### config.mk
export PLATFORM = sky130hd
export DESIGN_NAME = mem_access_unit
export DESIGN_NICKNAME = d
export VERILOG_FILES = /design/src/rtl/mem_access_unit_pkg.sv /design/src/rtl/mau_read_assemble.sv /design/src/rtl/mem_access_unit.sv
export SDC_FILE = /design/constraint.sdc
export NUM_CORES = 1
export LEC_CHECK = 0
export ABC_CLOCK_PERIOD_IN_PS = 2950
export BUFFER_PORTS_ARGS = -buffer_cell sky130_fd_sc_hd__buf_2
export CORE_MARGIN = 10
export CORE_UTILIZATION = 46
export CTS_BUF_LIST = sky130_fd_sc_hd__clkbuf_4 sky130_fd_sc_hd__clkbuf_8 sky130_fd_sc_hd__clkbuf_16
export DETAILED_ROUTE_END_ITERATION = 12
export HOLD_SLACK_MARGIN = 0.1
export MAX_ROUTING_LAYER = met4
export PLACE_DENSITY = 0.86
export RECOVER_POWER = 50
export SLEW_MARGIN = 20
export SYNTH_ARGS = -nofsm -noshare
export SYNTH_HDL_FRONTEND = slang
export SYNTH_SLANG_ARGS = --single-unit
### constraint.sdc
create_clock -name clk_i -period 2.95 [get_ports clk_i]
set_clock_uncertainty 0.15 [all_clocks]
set_input_delay 0.295 -clock clk_i [delete_from_list [all_inputs] [get_ports clk_i]]
set_output_delay 0.295 -clock clk_i [all_outputs]
set_load 0.005 [all_outputs]
### src/rtl/mem_access_unit_pkg.sv
// Shared encodings for the load/store initiator: request sizes, RAM mode codes, FSM states.
package mem_access_unit_pkg;

    typedef enum logic [1:0] {
        SizeByte = 2'd0,
        SizeHalf = 2'd1,
        SizeWord = 2'd2,
        SizeBad  = 2'd3
    } req_size_e;

    typedef enum logic [1:0] {
        ModeByte = 2'd0,
        ModeHalf = 2'd1,
        ModeWord = 2'd2
    } mem_mode_e;

    typedef enum logic [1:0] {
        StIdle = 2'd0,
        StBeat = 2'd1,
        StDone = 2'd2
    } state_e;

    // Accesses the word-organised RAM cannot serve in a single beat.
    function automatic logic is_misaligned(input logic [1:0] size, input logic [1:0] offset);
        return (size == SizeHalf && offset == 2'd3) || (size == SizeWord && offset != 2'd0);
    endfunction

endpackage

### src/rtl/mau_read_assemble.sv
// Collects load bytes from split beats and produces the final, extended load result.
module mau_read_assemble
    import mem_access_unit_pkg::*;
(
    input  logic        clk_i,
    input  logic        rst_i,
    input  logic        capture_i,
    input  logic [1:0]  beat_i,
    input  logic [7:0]  mem_byte_i,
    input  logic        native_i,
    input  logic [31:0] native_data_i,
    input  logic [1:0]  size_i,
    input  logic        signed_i,
    output logic [31:0] rdata_o
);

    logic [3:0][7:0] bytes_q;
    logic [3:0][7:0] merged;

    always_ff @(posedge clk_i) begin
        if (rst_i) begin
            bytes_q <= '0;
        end else if (capture_i) begin
            bytes_q[beat_i] <= mem_byte_i;
        end
    end

    // The current beat's byte is merged in so the result is ready at the edge ending the last beat.
    always_comb begin
        merged         = bytes_q;
        merged[beat_i] = mem_byte_i;
        if (native_i) begin
            rdata_o = native_data_i;
        end else if (size_i == SizeHalf) begin
            rdata_o = {{16{signed_i & merged[1][7]}}, merged[1], merged[0]};
        end else begin
            rdata_o = merged;
        end
    end

endmodule

### src/rtl/mem_access_unit.sv
// Load/store initiator between the MEM stage and the word-organised data RAM; splits
// misaligned accesses into byte beats and returns a one-cycle response.
module mem_access_unit
    import mem_access_unit_pkg::*;
#(
    parameter bit SPLIT_MISALIGNED = 1'b1
) (
    input  logic        clk_i,
    input  logic        rst_i,
    input  logic        req_valid_i,
    output logic        req_ready_o,
    input  logic        req_we_i,
    input  logic [1:0]  req_size_i,
    input  logic        req_signed_i,
    input  logic [31:0] req_addr_i,
    input  logic [31:0] req_wdata_i,
    output logic        resp_valid_o,
    output logic [31:0] resp_rdata_o,
    output logic        resp_err_o,
    output logic        mem_we_o,
    output logic [31:0] mem_r_addr_o,
    output logic [31:0] mem_w_addr_o,
    output logic [31:0] mem_w_data_o,
    output logic [1:0]  mem_write_mode_o,
    output logic [1:0]  mem_read_mode_o,
    output logic        mem_read_signed_o,
    input  logic [31:0] mem_r_data_i
);

    state_e      state_q;
    logic [1:0]  beat_q;
    logic [1:0]  last_beat_q;
    logic        split_q;
    logic        we_q;
    logic [1:0]  size_q;
    logic        signed_q;
    logic [31:0] addr_q;
    logic [31:0] wdata_q;
    logic [31:0] resp_rdata_q;
    logic        resp_err_q;

    logic        req_mis;
    logic        req_bad;
    logic [31:0] asm_rdata;

    assign req_mis = is_misaligned(req_size_i, req_addr_i[1:0]);
    assign req_bad = (req_size_i == SizeBad) || (req_mis && !SPLIT_MISALIGNED);

    always_ff @(posedge clk_i) begin
        if (rst_i) begin
            state_q      <= StIdle;
            beat_q       <= 2'd0;
            last_beat_q  <= 2'd0;
            split_q      <= 1'b0;
            we_q         <= 1'b0;
            size_q       <= SizeWord;
            signed_q     <= 1'b0;
            addr_q       <= '0;
            wdata_q      <= '0;
            resp_rdata_q <= '0;
            resp_err_q   <= 1'b0;
        end else begin
            unique case (state_q)
                StIdle: begin
                    if (req_valid_i) begin
                        we_q     <= req_we_i;
                        size_q   <= req_size_i;
                        signed_q <= req_signed_i;
                        addr_q   <= req_addr_i;
                        wdata_q  <= req_wdata_i;
                        beat_q   <= 2'd0;
                        if (req_bad) begin
                            state_q      <= StDone;
                            resp_err_q   <= 1'b1;
                            resp_rdata_q <= '0;
                        end else begin
                            state_q     <= StBeat;
                            resp_err_q  <= 1'b0;
                            split_q     <= req_mis;
                            last_beat_q <= !req_mis ? 2'd0 :
                                           (req_size_i == SizeHalf) ? 2'd1 : 2'd3;
                        end
                    end
                end
                StBeat: begin
                    if (beat_q == last_beat_q) begin
                        state_q      <= StDone;
                        resp_rdata_q <= we_q ? 32'd0 : asm_rdata;
                    end else begin
                        beat_q <= beat_q + 2'd1;
                    end
                end
                StDone: state_q <= StIdle;
                default: state_q <= StIdle;
            endcase
        end
    end

    mau_read_assemble u_read_assemble (
        .clk_i         (clk_i),
        .rst_i         (rst_i),
        .capture_i     ((state_q == StBeat) && split_q && !we_q),
        .beat_i        (beat_q),
        .mem_byte_i    (mem_r_data_i[7:0]),
        .native_i      (!split_q),
        .native_data_i (mem_r_data_i),
        .size_i        (size_q),
        .signed_i      (signed_q),
        .rdata_o       (asm_rdata)
    );

    assign req_ready_o  = (state_q == StIdle);
    assign resp_valid_o = (state_q == StDone);
    assign resp_rdata_o = resp_rdata_q;
    assign resp_err_o   = resp_err_q;

    always_comb begin
        mem_we_o          = 1'b0;
        mem_r_addr_o      = '0;
        mem_w_addr_o      = '0;
        mem_w_data_o      = '0;
        mem_write_mode_o  = ModeWord;
        mem_read_mode_o   = ModeWord;
        mem_read_signed_o = 1'b0;
        if (state_q == StBeat) begin
            mem_r_addr_o = addr_q + {30'd0, beat_q};
            mem_w_addr_o = addr_q + {30'd0, beat_q};
            // A write must never reach the RAM in the cycle reset is asserted.
            mem_we_o     = we_q && !rst_i;
            if (split_q) begin
                mem_write_mode_o = ModeByte;
                mem_read_mode_o  = ModeByte;
                mem_w_data_o     = {24'd0, wdata_q[{beat_q, 3'b000} +: 8]};
            end else begin
                mem_write_mode_o  = size_q;
                mem_read_mode_o   = size_q;
                mem_w_data_o      = wdata_q;
                mem_read_signed_o = signed_q;
            end
        end
    end

endmodule

* Word level (Yosys, flattened, before mapping)
Cells that the tools add are included.
Storage, ports and cells: register bits 140, word-level logic and storage cells 79
Cells by class: $add $sub $neg 2, magnitude comparators 2, equality and inequality tests 12, shift operators 1, muxes and demuxes 28, bitwise operators 2, reduce and logical (&&, ||, !) cells 17
Operator list (number):
- $mux 32 | 9
- $pmux 32 s2 | 1
- $add 32x2->32 | 1
- $bwmux 32 | 1
- $shiftx 32x6->8 | 1
- $mux 2 | 9
- $demux 8 s2 | 1
- $eq 2x2->1 const B | 4
- $mux 8 | 1
- $pmux 2 s2 | 2
- $eq 2x1->1 const B | 3
- $logic_and 1x1->1 | 6
- $ne 2x2->1 const B | 3
- $reduce_and 3->1 | 2
- $mux 1 | 4
- $reduce_and 2->1 | 2
- $reduce_and 4->1 | 1
- $reduce_bool 2->1 | 2
- $lt 2x3->1 const B | 1
- $add 2x1->2 const B | 1
- $eq 2x2->1 | 1
- $ge 2x1->1 const B | 1
- $logic_not 1->1 | 2
- $logic_not 2->1 | 1
- other kinds (4) | 4

* Logic depth before layout (Yosys ltp)
Gate-level depths: netlist of run 1.
word-level depth 11, mapped depth 9

* Hierarchy
From an unflattened synthesis of run 1, not the netlist that was laid out.
Second synthesis, totals: cells, all modules 911, area, all modules 7190.6 um2
By module, submodules not included:
- mem_access_unit | instances 1, cells an instance 688, area each 5256.3 um2, sequential area each 2142.1 um2
- mau_read_assemble | instances 1, cells an instance 223, area each 1934.4 um2, sequential area each 640.6 um2

* Worst setup path before layout of run 1
No wires, ideal clock.
kind reg-to-output, start point register beat_q[0], end point output port mem_w_addr_o[16], arrival 2.487 ns, path slack 0.018 ns, stages on the path, launching flop included 10, buffers on the path 3, path through dfxtp_1 > ha_1 > fa_1 > and3_1 > clkbuf_1 > and3b_1 > clkbuf_1 > or4b_2 > a21oi_1 > buf_4
Between the ends: word-level cells in the longest chain between the ends 2
Ends and longest elaborated chain:
- from (decl) | line mem_access_unit.sv:31 | logic [1:0] beat_q;
- from (signal assigned) | line mem_access_unit.sv:90 | beat_q <= beat_q + 2'd1;
- $add 32x2->32
- $mux 32
- to (decl) | line mem_access_unit.sv:22 | output logic [31:0] mem_w_addr_o,
No other way between the ends.

* Worst setup path in the final report of run 1
start point register beat_q[1], end point output port mem_w_addr_o[31]
Between the ends: word-level cells in the longest chain between the ends 2
Ends and longest elaborated chain:
- $add 32x2->32 | line mem_access_unit.sv:127 | mem_w_addr_o = addr_q + {30'd0, beat_q};
- $mux 32 | line mem_access_unit.sv:125 | if (state_q == StBeat) begin
No other way between the ends.

==> results of run 1 <==
-- critical path, stage by stage (launching register included) --
cell	delay (ns)
sky130_fd_sc_hd__dfxtp_1	0.35
sky130_fd_sc_hd__ha_1	0.35
sky130_fd_sc_hd__a21o_1	0.22
sky130_fd_sc_hd__nand4_1	0.27
sky130_fd_sc_hd__or4_1	0.56
sky130_fd_sc_hd__a21oi_2	0.16
sky130_fd_sc_hd__buf_2	0.13
-- what timing repair did --
action,4_1_cts,5_1_grt
pin swaps,4,3
cloned,1,0
hold buffers,86,0
endpoints found under the hold margin,112,0
setup endpoints to repair,20,30
setup buffers,2,1
gates resized for setup,10,25
-- final timing paths --
kind                                        from          endpoint  slack, ns  cells past startpoint
worst max-delay path                   beat_q[1]  mem_w_addr_o[31]       0.04                      6
worst max register to register         beat_q[1]  resp_rdata_o[27]       0.38                      7
worst min register to register        wdata_q[7]        wdata_q[7]       0.30                      2
worst min-delay path            mem_r_data_i[18]  resp_rdata_o[18]       0.11                      3
-- kinds of logic (layout without fill, tap and decap cells) --
| group | count (synthesis) | in the layout | share of synthesized area |
|---|---|---|---|
| simple gates | 378 | 379 | 0.241 |
| compound gates | 271 | 271 | 0.210 |
| flops | 139 | 139 | 0.377 |
| buf+inv | 135 | 395 | 0.0874 |
| mux | 41 | 41 | 0.0584 |
| xor+xnor | 12 | 12 | 0.0142 |
| fa+ha+maj | 7 | 7 | 0.0129 |
| other cells | 0 | 4 | 0 |
-- routing by layer --
metal / up-vias / part of all wire
met3: 102 / 0.085
met2: 492 / 0.49
met1: 3883 / 0.38
met5: - / 0
li1: 3942 / -
met4: 0 / 0.041
-- cell usage after synthesis (6+ instances only) --
master / instances / area [µm²]
sky130_fd_sc_hd__nand2_1: 204 / 766
sky130_fd_sc_hd__a21oi_1: 167 / 836
sky130_fd_sc_hd__dfxtp_1: 139 / 2780
sky130_fd_sc_hd__clkbuf_1: 90 / 338
sky130_fd_sc_hd__nand3_1: 48 / 240
sky130_fd_sc_hd__buf_4: 34 / 255
sky130_fd_sc_hd__o21ai_0: 33 / 165
sky130_fd_sc_hd__and3_1: 30 / 188
sky130_fd_sc_hd__nor2_1: 30 / 113
sky130_fd_sc_hd__mux2i_1: 24 / 240
sky130_fd_sc_hd__nand4_1: 21 / 131
sky130_fd_sc_hd__mux2_2: 17 / 191
sky130_fd_sc_hd__a211oi_1: 14 / 105
sky130_fd_sc_hd__a32oi_1: 14 / 123
sky130_fd_sc_hd__o31ai_1: 13 / 97.6
sky130_fd_sc_hd__or4_1: 11 / 82.6
sky130_fd_sc_hd__o22ai_1: 8 / 50.1
sky130_fd_sc_hd__ha_1: 6 / 75.1
sky130_fd_sc_hd__inv_1: 6 / 22.5
sky130_fd_sc_hd__xnor2_1: 6 / 52.6
sky130_fd_sc_hd__xor2_1: 6 / 52.6
-- power by group --
part	internal, mW	total, mW	switching (mW)
clock	1.44	2.30	0.855
sequential	1.97	2.06	0.0866
combinational	0.294	0.688	0.393
total	3.71	5.04	1.34
-- flip-flops by register name, summed over array words and instances (netlist names) --
name / count
wdata_q: 32
resp_err_o: 1
beat_q: 2
resp_rdata_o: 32
size_q: 2
state_q: 2
we_q: 1
signed_q: 1
u_read_assemble.bytes_q: 32
addr_q: 32
last_beat_q: 2
-- cells in the final DEF (no fill, tap or decap), drive strengths merged, types with 13 or more instances in the layout --
cell type    netlist  routed
o31ai             13      13
or4               12      13
a32oi             14      14
buf               39     235
dlygate4sd3        0      86
and3              30      30
nand2            204     204
nand3             48      48
a211oi            14      14
mux2              17      17
dfxtp            139     139
mux2i             24      24
a21oi            167     167
o21ai             34      34
clkbuf            90      55
nor2              30      30
nand4             22      22
-- area by class of cell --
| class | count | area [µm²] | share of cell area |
|---|---|---|---|
| multi-input combinational | 710 | 4060 | 0.404 |
| sequential | 139 | 2800 | 0.279 |
| timing repair buffer | 357 | 2260 | 0.225 |
| clock buffer | 19 | 440 | 0.0438 |
| tap | 216 | 270 | 0.0269 |
| clock inverter | 13 | 191 | 0.0190 |
| inverter | 6 | 22.5 | 0.00224 |
| antenna | 4 | 10.0 | 0.000995 |
-- through the flow --
step | instance area (µm²) | std cells | total power, mW | worst slack (ns) | TNS (ns)
floorplan | 7390 | 983 | 2.43 | 0.0178 | 0
global placement | 8500 | 1338 | 2.66 | 0.292 | 0
detailed placement | 8500 | 1338 | 2.68 | 0.261 | 0
CTS | 10100 | 1459 | 5.05 | 0.000752 | 0
global route | 10100 | 1464 | 5.23 | -0.0771 | -0.265
finish | 10100 | 1464 | 5.04 | 0.0440 | 0
==> summary.txt, run 1 <==
Timing
  – Final Hold Vio Count: 0
  – Fin crit period: 2.91 ns
  – Transition at the pin with the smallest max-transition slack: 1.52 ns
  – Normalized max-slew margin: -0.0135
  – Final period util: 0.985
  – Maximum clock frequency: 0.344 GHz
  – Final setup violating endpoints: 0
  – Hold slack final: 0.112 ns
  – Max-slew violations: 74

Floorplanning
  – Number of top-level design ports: 240
  – Core area: 15800 µm²
  – Die width: 147 µm
  – Floorplan die area: 21500 µm²
  – Effective utilization at floorplan: 0.467
  – Y dimension of the die: 147 µm
  – Site row count: 46

Placed design
  – RD Place Congestion: 0.893
  – Final HPWL from detailed placement: 18000 µm
  – Port buffer count: 239

Synthesis
  – Yosys reg bits: 139
  – Async set-reset flop share out of synthesis: 0
  – Number of synthesized flops with an enable pin: 0
  – Primary FF master, synth: sky130_fd_sc_hd__dfxtp_1
  – Post-Syn Instances: 983
  – Sequential cell area fraction in the yosys report: 0.377
  – Number of warnings printed during yosys synthesis: 0
  – Average size of a mapped cell: 7.51 µm²
  – Number of nets in the synthesized netlist: 1093
  – Number of distinct library cells after synthesis: 52
  – Cell Area, Synth: 7390 µm²

Global route
  – Remaining global-route overflow: 0
  – GR Util All Layers: 0.248
  – Met2 Resource Use GR: 0.403
  – Global Route met1 Usage: 0.282
  – Number of global-route vias before repair: 7963
  – Busiest grt layer: met2
  – Largest net degree at the start of global routing: 74
  – First-pass GRT wire length: 42900 µm
  – Met3 Usage GRT: 0.0593
  – Number of antenna violations at the first check in global routing: 4

Worst setup path
  – Data required time at the worst endpoint: 2.51 ns
  – Worst setup EP type: primary output
  – Largest fanout on the critical path: 5
  – Crit Path Category: reg2out
  – CP Launch Type: register
  – Crit path DAT: 2.46 ns

Finish
  – Layout filler cell count: 1243
  – Share of post-route cells with drive strength above 1: 0.260
  – Area grow syn2layout: 36.2%
  – Utilization after layout: 0.636
  – Final net count: 1341

Clock network
  – Master cell of the clock root buffer: sky130_fd_sc_hd__clkbuf_16
  – Clk Latency, worst-skew pair: 0.43 ns
  – TritonCTS clock tree: done
  – Maximum buffer depth of the clock tree: 2
  – Worst-path clk slew: 0.06 ns
  – Clock H-tree levels: 4
  – Clock sinks: 139
  – Num CTS Buffers: 17

Detailed routing
  – Drt wl/cell: 18.8 µm
  – Via Count: 8419
  – First-pass iteration count of the detailed router: 8
  – # DRC: 0
  – Total detailed-routing wirelength: 27500 µm
  – Via density per instance: 5.75
  – ANT nets after route: 0
  – Initial DRC Count: 925

Power
  – IR Drop Worst-Case VDD: 0.382 mV
  – Power density over the cells: 501 nW/µm²
  – Static power due to leakage: 4.17 nW

Min path
  – Hold Crit Class: in2reg

Flow run
  – Max Cap Viol: 1

Run status
  – Status: complete, but fails checks
  – Violated checks: capacitance limit, slew limit
No activity file was read; power rests on OpenSTA's default activity.
==> run 2, diff against run 1 <==
Settings changed: ABC_AREA set to 1, CORE_UTILIZATION 46 to 47, GPL_ROUTABILITY_DRIVEN set to 0, PLACE_DENSITY 0.86 to 0.87.
==> run 2 against run 1 <==
Effect of this change:
- highest routed layer unchanged
- the run now ends clean
- flip-flop and latch count stayed put
- non-clock buffer count is 10 lower
- global-route usage is 0.45 points higher
- largest power group unchanged
- critical endpoint is now mem_w_addr_o[6]
- largest cell class unchanged
- final cell count is 14% higher
- clock power is 8% lower
==> summary.txt, run 2 <==
Run status
  – Status: complete, no violations

Worst setup path
  – Kind of cell with the highest combined delay on the critical path: adder cells
  – CP Launch Type: register
  – Cell seen most often among critical-path stages: sky130_fd_sc_hd__nand2_1
  – Slowest stage cell, crit path: sky130_fd_sc_hd__fa_1
  – Total stage count of the critical path: 8 (+2)
  – Data required time at the worst endpoint: 2.51 ns (about the same)
  – Crit path DAT: 2.32 ns (-0.14 ns)
  – Worst setup EP type: primary output
  – Critical path buffers and inverters: 2 (+1)
  – Largest fanout on the critical path: 5 (unchanged)
  – Maximum cell stage delay along the critical path: 0.40 ns (-0.16 ns)
  – Crit Path Category: reg2out
  – CP cell instances: ha_1, fa_1, nand3_1, inv_1, nand2_1, nand2_1, a21oi_1, buf_2
  – Worst Reg2Reg Path Length in Cells: 8 (+1)

Flow run
  – Max Cap Viol: 0 (-1)

Clock network
  – Master cell of the clock root buffer: sky130_fd_sc_hd__clkbuf_16
  – Clk Latency, worst-skew pair: 0.42 ns (about the same)
  – TritonCTS clock tree: done
  – Clock H-tree levels: 4 (unchanged)
  – Post-CTS repair timing setup buffer count: 0 (-2)
  – Maximum buffer depth of the clock tree: 2 (unchanged)
  – Clock sinks: 139 (unchanged)
  – Worst-path clk slew: 0.06 ns (about the same)
  – Num CTS Buffers: 17 (unchanged)

Synthesis
  – Library cell occupying the most area in the post-synthesis netlist: sky130_fd_sc_hd__dfxtp_1
  – Number of distinct library cells after synthesis: 33 (-37%)
  – Yosys reg bits: 139 (unchanged)
  – Number of warnings printed during yosys synthesis: 0 (unchanged)
  – Leading post-synthesis cells by instance count: sky130_fd_sc_hd__nand2_1 (298), sky130_fd_sc_hd__nor2_1 (212), sky130_fd_sc_hd__dfxtp_1 (139)
  – Count leader, synth: sky130_fd_sc_hd__nand2_1
  – Number of synthesized flops with an enable pin: 0 (unchanged)
  – Post-Syn Instances: 1172 (+19%)
  – Async set-reset flop share out of synthesis: 0 (unchanged)
  – Cell Area, Synth: 7590 µm² (+2.8%)
  – Average size of a mapped cell: 6.48 µm² (-14%)
  – Share of the synthesized area in the top cell type: 0.366 (-0.0102)
  – Number of nets in the synthesized netlist: 1282 (+17%)
  – Sequential cell area fraction in the yosys report: 0.366 (-0.0102)
  – Top cells by area in the synthesized netlist: sky130_fd_sc_hd__dfxtp_1 (37%), sky130_fd_sc_hd__nand2_1 (15%), sky130_fd_sc_hd__nor2_1 (10%)
  – Primary FF master, synth: sky130_fd_sc_hd__dfxtp_1

Timing
  – Total Neg Setup Slack: 0 ns (unchanged)
  – Final Hold Vio Count: 0 (unchanged)
  – Maximum clock frequency: 0.362 GHz (+5.1%)
  – Final setup violating endpoints: 0 (unchanged)
  – Max-slew violations: 0 (-100%)
  – Setup repair after global routing missed its margin: false
  – Hold slack final: 0.115 ns (+0.00247 ns)
  – Fin crit period: 2.76 ns (-0.141 ns)
  – Normalized max-slew margin: 0.0606 (+0.0741)
  – Transition at the pin with the smallest max-transition slack: 1.41 ns (-0.111 ns)
  – Final period util: 0.937 (-0.0478)

Finish
  – Share of post-route cells with drive strength above 1: 0.188 (-0.0717)
  – Commonest non-fill, non-tap cell in the layout: sky130_fd_sc_hd__nand2_1
  – Area grow syn2layout: 32.2%
  – Most frequent cells in the layout: sky130_fd_sc_hd__nand2_1 (299), sky130_fd_sc_hd__nor2_1 (212), sky130_fd_sc_hd__buf_2 (207)
  – Final net count: 1544 (+15%)
  – Final non-filler cell area: 10000 µm² (-0.26%)
  – Utilization after layout: 0.632 (-0.00396)

Power
  – Static power due to leakage: 4.52 nW (+8.5%)
  – Switching part of the total power: 0.284 (+0.0193)
  – Net Sw Power: 1.42 mW (+6.3%)
  – IR Drop Worst-Case VDD: 0.401 mV (+5.0%)
  – Combinational Power Share: 0.156 (+0.020)
  – Power density over the cells: 498 nW/µm² (-0.66%)
  – Internal power: 3.57 mW (-3.5%)
  – Clock share of power: 0.425 (-0.030)
  – Sequential cell fraction of total power: 0.420 (+0.012)

Placed design
  – Total placed instance area: 8550 µm² (+0.49%)
  – Final HPWL from detailed placement: 17800 µm (-1.6%)
  – Port buffer count: 239 (unchanged)

Floorplanning
  – Effective utilization at floorplan: 0.478 (+0.0113)
  – Y dimension of the die: 147 µm (+0.26%)
  – Die width: 147 µm (+0.26%)
  – Core area: 15900 µm² (+0.36%)
  – Number of top-level design ports: 240 (unchanged)
  – Site row count: 46 (unchanged)
  – Floorplan die area: 21600 µm² (+0.53%)

Global route
  – Largest net degree at the start of global routing: 114 (+54%)
  – Number of antenna violations at the first check in global routing: 4 (unchanged)
  – Number of global-route vias before repair: 8720 (+9.5%)
  – GR Util All Layers: 0.252 (+0.00445)
  – First-pass GRT wire length: 44100 µm (+2.8%)
  – Remaining global-route overflow: 0 (unchanged)

Detailed routing
  – Via density per instance: 5.42 (-5.7%)
  – # DRC: 0 (unchanged)
  – Via Count: 9037 (+7.3%)
  – ANT nets after route: 0 (unchanged)
  – First-pass iteration count of the detailed router: 6 (-2)
  – Total detailed-routing wirelength: 27500 µm (+0.22%)
  – Initial DRC Count: 1207 (+30%)
  – Drt wl/cell: 16.5 µm (-12%)

Min path
  – Hold Crit Class: in2reg
  – Hold Path Cell Cnt: 5 (+2)
-- run 2: cell count changes after synthesis, moves of 15 or more --
cell,change
sky130_fd_sc_hd__nand4_1,-19
sky130_fd_sc_hd__buf_2,+19
sky130_fd_sc_hd__o21ai_1,+15
sky130_fd_sc_hd__a21oi_1,-86
sky130_fd_sc_hd__clkbuf_1,-64
sky130_fd_sc_hd__mux2i_1,-24
sky130_fd_sc_hd__o211ai_1,+17
sky130_fd_sc_hd__nand2_1,+94
sky130_fd_sc_hd__mux2_2,-17
sky130_fd_sc_hd__and3_1,-30
sky130_fd_sc_hd__nor2_1,+182
sky130_fd_sc_hd__inv_1,+53
sky130_fd_sc_hd__o21ai_0,+83
-- run 2: cell type report --
cell class                 count  area, µm²
timing repair buffer         347       2210
fill                        1331       5850
clock buffer                  18        433
clock inverter                14        148
tap                          216        270
antenna                        4       10.0
multi-input combinational    864       3930
sequential                   139       2780
inverter                      65        245
-- run 2: worst reg2reg max path, delay by kind of cell (launching register included) --
family        cells  cell delay [ns]
xor+xnor          1             0.12
simple gates      5             0.85
buf+inv           2             1.04
flops             1             0.42
-- run 2: final timing paths --
| path | start | end | slack [ns] |
|---|---|---|---|
| max | beat_q[0] | mem_w_addr_o[6] | 0.19 |
| min | mem_r_data_i[8] | resp_rdata_o[8] | 0.11 |
| max reg2reg | last_beat_q[0] | resp_rdata_o[14] | 0.26 |
| min reg2reg | resp_rdata_o[31] | resp_rdata_o[31] | 0.31 |
-- run 2: cells by family (layout without fill, tap and decap cells) --
kind of cell,after synthesis,in the layout,synth area share
compound gates,258,258,0.183
xor+xnor,9,9,0.0104
fa+ha+maj,7,7,0.0125
buf+inv,169,444,0.114
flops,139,139,0.366
other cells,0,4,0
simple gates,590,590,0.314
-- run 2: routing by layer --
layer	vias to the layer above	routed length (µm)	GRT usage
li1	4293	-	-
met1	4024	11200	0.304
met2	597	12600	0.382
met3	123	2590	0.0605
met4	0	1200	0.137
met5	-	0	-
-- run 2: stage by stage --
step,setup WS (ns),instances,power (mW)
2_1_floorplan,0.820,1172,2.56
3_3_place_gp,0.680,1535,2.77
3_5_place_dp,0.593,1535,2.79
4_1_cts,0.107,1663,4.98
5_1_grt,0.00228,1667,5.19
6_report,0.185,1667,4.99
-- run 2: repair_timing --
action | CTS | global route
endpoints found under the hold margin | 106 | 0
hold buffers | 96 | 0
resized for setup | 0 | 3
setup endpoints to repair | 0 | 11
-- run 2: power by group through the flow --
stage               Clock [mW]  Sequential [mW]  Combinational, mW
global route              2.22             2.11              0.864
global placement             0             2.13              0.647
finish                    2.12             2.10              0.778
floorplan                    0             2.11              0.446
CTS                       2.13             2.09              0.763
detailed placement           0             2.13              0.658
==> run 3, diff against run 2 <==
Settings changed: BUFFER_PORTS_ARGS -buffer_cell sky130_fd_sc_hd__buf_2 to not set, CORE_UTILIZATION 47 to 55, DONT_BUFFER_PORTS set to 1, HOLD_SLACK_MARGIN 0.1 to not set, PLACE_DENSITY 0.87 to 0.83.
==> run 3 against run 2 <==
Effect of this change:
- critical path depth is 2 higher
- register-to-register slack better by 0.05 ns
- clock power is 8% higher
- largest cell class unchanged
==> summary.txt, run 3 (synthesis gave the netlist of run 2 again) <==
Run status
  – Status: complete, no violations

Power
  – Static power due to leakage: 3.58 nW (-21%)
  – IR Drop Worst-Case VDD: 0.400 mV (-0.40%)
  – Power Total: 5.03 mW (+0.64%)
  – Power density over the cells: 562 nW/µm² (+13%)

Timing
  – Normalized max-slew margin: 0.224 (+0.163)
  – Fin crit period: 2.74 ns (-0.0296 ns)
  – Final setup violating endpoints: 0 (unchanged)
  – Max-slew violations: 0 (unchanged)
  – Final Hold Vio Count: 0 (unchanged)
  – Transition at the pin with the smallest max-transition slack: 1.16 ns (-0.247 ns)
  – Total Neg Setup Slack: 0 ns (unchanged)
  – Maximum clock frequency: 0.366 GHz (+1.1%)
  – Setup repair after global routing missed its margin: false
  – Final period util: 0.927 (-0.0100)

Clock network
  – Post-CTS repair timing setup buffer count: 0 (unchanged)
  – Clock H-tree levels: 4 (unchanged)
  – Maximum buffer depth of the clock tree: 2 (unchanged)
  – Clock sinks: 139 (unchanged)
  – Worst-path clk slew: 0.06 ns (about the same)
  – Master cell of the clock root buffer: sky130_fd_sc_hd__clkbuf_16
  – Clk Latency, worst-skew pair: 0.42 ns (about the same)
  – Num CTS Buffers: 17 (unchanged)
  – TritonCTS clock tree: done

Worst setup path
  – Largest fanout on the critical path: 5 (unchanged)
  – RR Endpoint: u_read_assemble.bytes_q[30]
  – Crit path DAT: 2.29 ns (-0.03 ns)
  – Crit Reg-Reg Startpoint: state_q[0]
  – Worst setup EP type: primary output
  – Maximum cell stage delay along the critical path: 0.41 ns (about the same)
  – Cell seen most often among critical-path stages: sky130_fd_sc_hd__nand2_1
  – Data required time at the worst endpoint: 2.51 ns (about the same)
  – CP cell instances: ha_1, fa_1, nand3_1, nor2_1, nand2_1, nor2_2, nand2_1, nand2_1, a21oi_1, buf_4
  – CP Launch Type: register
  – Crit Path Category: reg2out
  – Slowest stage cell, crit path: sky130_fd_sc_hd__fa_1
  – Worst Setup SP: beat_q[0]
  – Critical path buffers and inverters: 1 (-1)
  – Worst Reg2Reg Path Length in Cells: 7 (-1)
  – R2r setup slk: 0.31 ns (+0.05 ns)
  – Kind of cell with the highest combined delay on the critical path: adder cells

Global route
  – GR Util All Layers: 0.264 (+0.0123)
  – Number of global-route vias before repair: 7451 (-15%)
  – Largest net degree at the start of global routing: 75 (-34%)
  – First-pass GRT wire length: 38800 µm (-12%)
  – Remaining global-route overflow: 0 (unchanged)
  – Number of antenna violations at the first check in global routing: 1 (-3)

Floorplanning
  – Die width: 138 µm (-6.5%)
  – Site row count: 42 (-8.7%)
  – Y dimension of the die: 138 µm (-6.5%)
  – Core area: 13400 µm² (-16%)
  – Floorplan die area: 18900 µm² (-13%)
  – Effective utilization at floorplan: 0.567 (+0.0886)
  – Number of top-level design ports: 240 (unchanged)

Detailed routing
  – First-pass iteration count of the detailed router: 6 (unchanged)
  – ANT nets after route: 0 (unchanged)
  – Total detailed-routing wirelength: 24900 µm (-9.5%)
  – Via density per instance: 5.84 (+7.7%)
  – # DRC: 0 (unchanged)
  – Drt wl/cell: 17.9 µm (+8.3%)
  – Via Count: 8134 (-10%)
  – Initial DRC Count: 1252 (+3.7%)

Placed design
  – Final HPWL from detailed placement: 16300 µm (-8.2%)
  – Port buffer count: 0 (-100%)

Flow run
  – Max Cap Viol: 0 (unchanged)

Finish
  – Utilization after layout: 0.668 (+0.0357)
  – Final net count: 1313 (-15%)
  – Commonest non-fill, non-tap cell in the layout: sky130_fd_sc_hd__nand2_1
  – Most frequent cells in the layout: sky130_fd_sc_hd__nand2_1 (300), sky130_fd_sc_hd__nor2_1 (212), sky130_fd_sc_hd__dfxtp_1 (138)
  – Layout filler cell count: 1101 (-17%)
  – Share of post-route cells with drive strength above 1: 0.0535 (-0.135)
  – Area grow syn2layout: 17.8%

Min path
  – Hold Path End: resp_rdata_o[10]
  – Hold Crit Class: in2reg
  – Hold path startpoint: mem_r_data_i[10]
  – Hold Path Cell Cnt: 4 (-1)
==> run 3: worst min-delay path, cell delays in order <==
cell                       delay, ns
sky130_fd_sc_hd__o211ai_1       0.06
sky130_fd_sc_hd__nand2_1        0.07
sky130_fd_sc_hd__nand2_1        0.04
sky130_fd_sc_hd__nor2_1         0.08
==> run 3: final cells by class <==
type                    instances  area [µm²]  share of cell area
multi-input cells             864        3920               0.439
flip-flops and latches        139        2780               0.311
repair buffers                116        1130               0.127
clock buffers                  23         502              0.0561
inverters                      65         246              0.0276
well taps                     176         220              0.0246
clock inverters                 9         135              0.0151
diodes                          1        2.50            0.000280
==> run 3: power by group <==
group	switching (mW)	internal [mW]	total [mW]	leakage, nW
combinational	0.395	0.241	0.636	2.14
clock	0.831	1.45	2.28	0.305
sequential	0.104	2.00	2.11	1.14
total	1.33	3.70	5.03	3.58
==> run 3: timing repair <==
item / in CTS / in global routing
setup endpoints to repair: 0 / 2
hold endpoints to repair: 119 / 0
resized for setup: 0 / 1
hold buffers: 101 / 0
==> run 3: worst max-delay path by stage <==
stage	to	slack [ns]	cells after the start
global route	mem_r_addr_o[30]	0.07	10
detailed placement	mem_w_addr_o[30]	0.66	9
floorplan	mem_w_addr_o[30]	0.82	10
finish	mem_w_addr_o[30]	0.21	10
CTS	mem_w_addr_o[30]	0.21	9
global placement	mem_w_addr_o[30]	0.73	9
==> run 3: metrics by stage <==
step	cell area, µm²	worst slack (ns)	hold WS [ns]	std cells
after floorplan	7590	0.820	0.275	1172
after global placement	7320	0.729	0.215	1259
after detailed placement	7320	0.657	0.220	1259
after CTS	8970	0.208	0.00216	1392
after global routing	8950	0.0705	0.0311	1393
final	8950	0.215	0.0174	1393
==> run 3: per-layer routing <==
| layer | GRT usage | vias to the layer above | share of wire | wire (µm) |
|---|---|---|---|---|
| met5 | - | - | 0 | 0 |
| met4 | 0.104 | 0 | 0.036 | 897 |
| met3 | 0.0816 | 88 | 0.11 | 2830 |
| met2 | 0.402 | 543 | 0.46 | 11500 |
| met1 | 0.321 | 3679 | 0.39 | 9730 |
| li1 | - | 3824 | - | - |
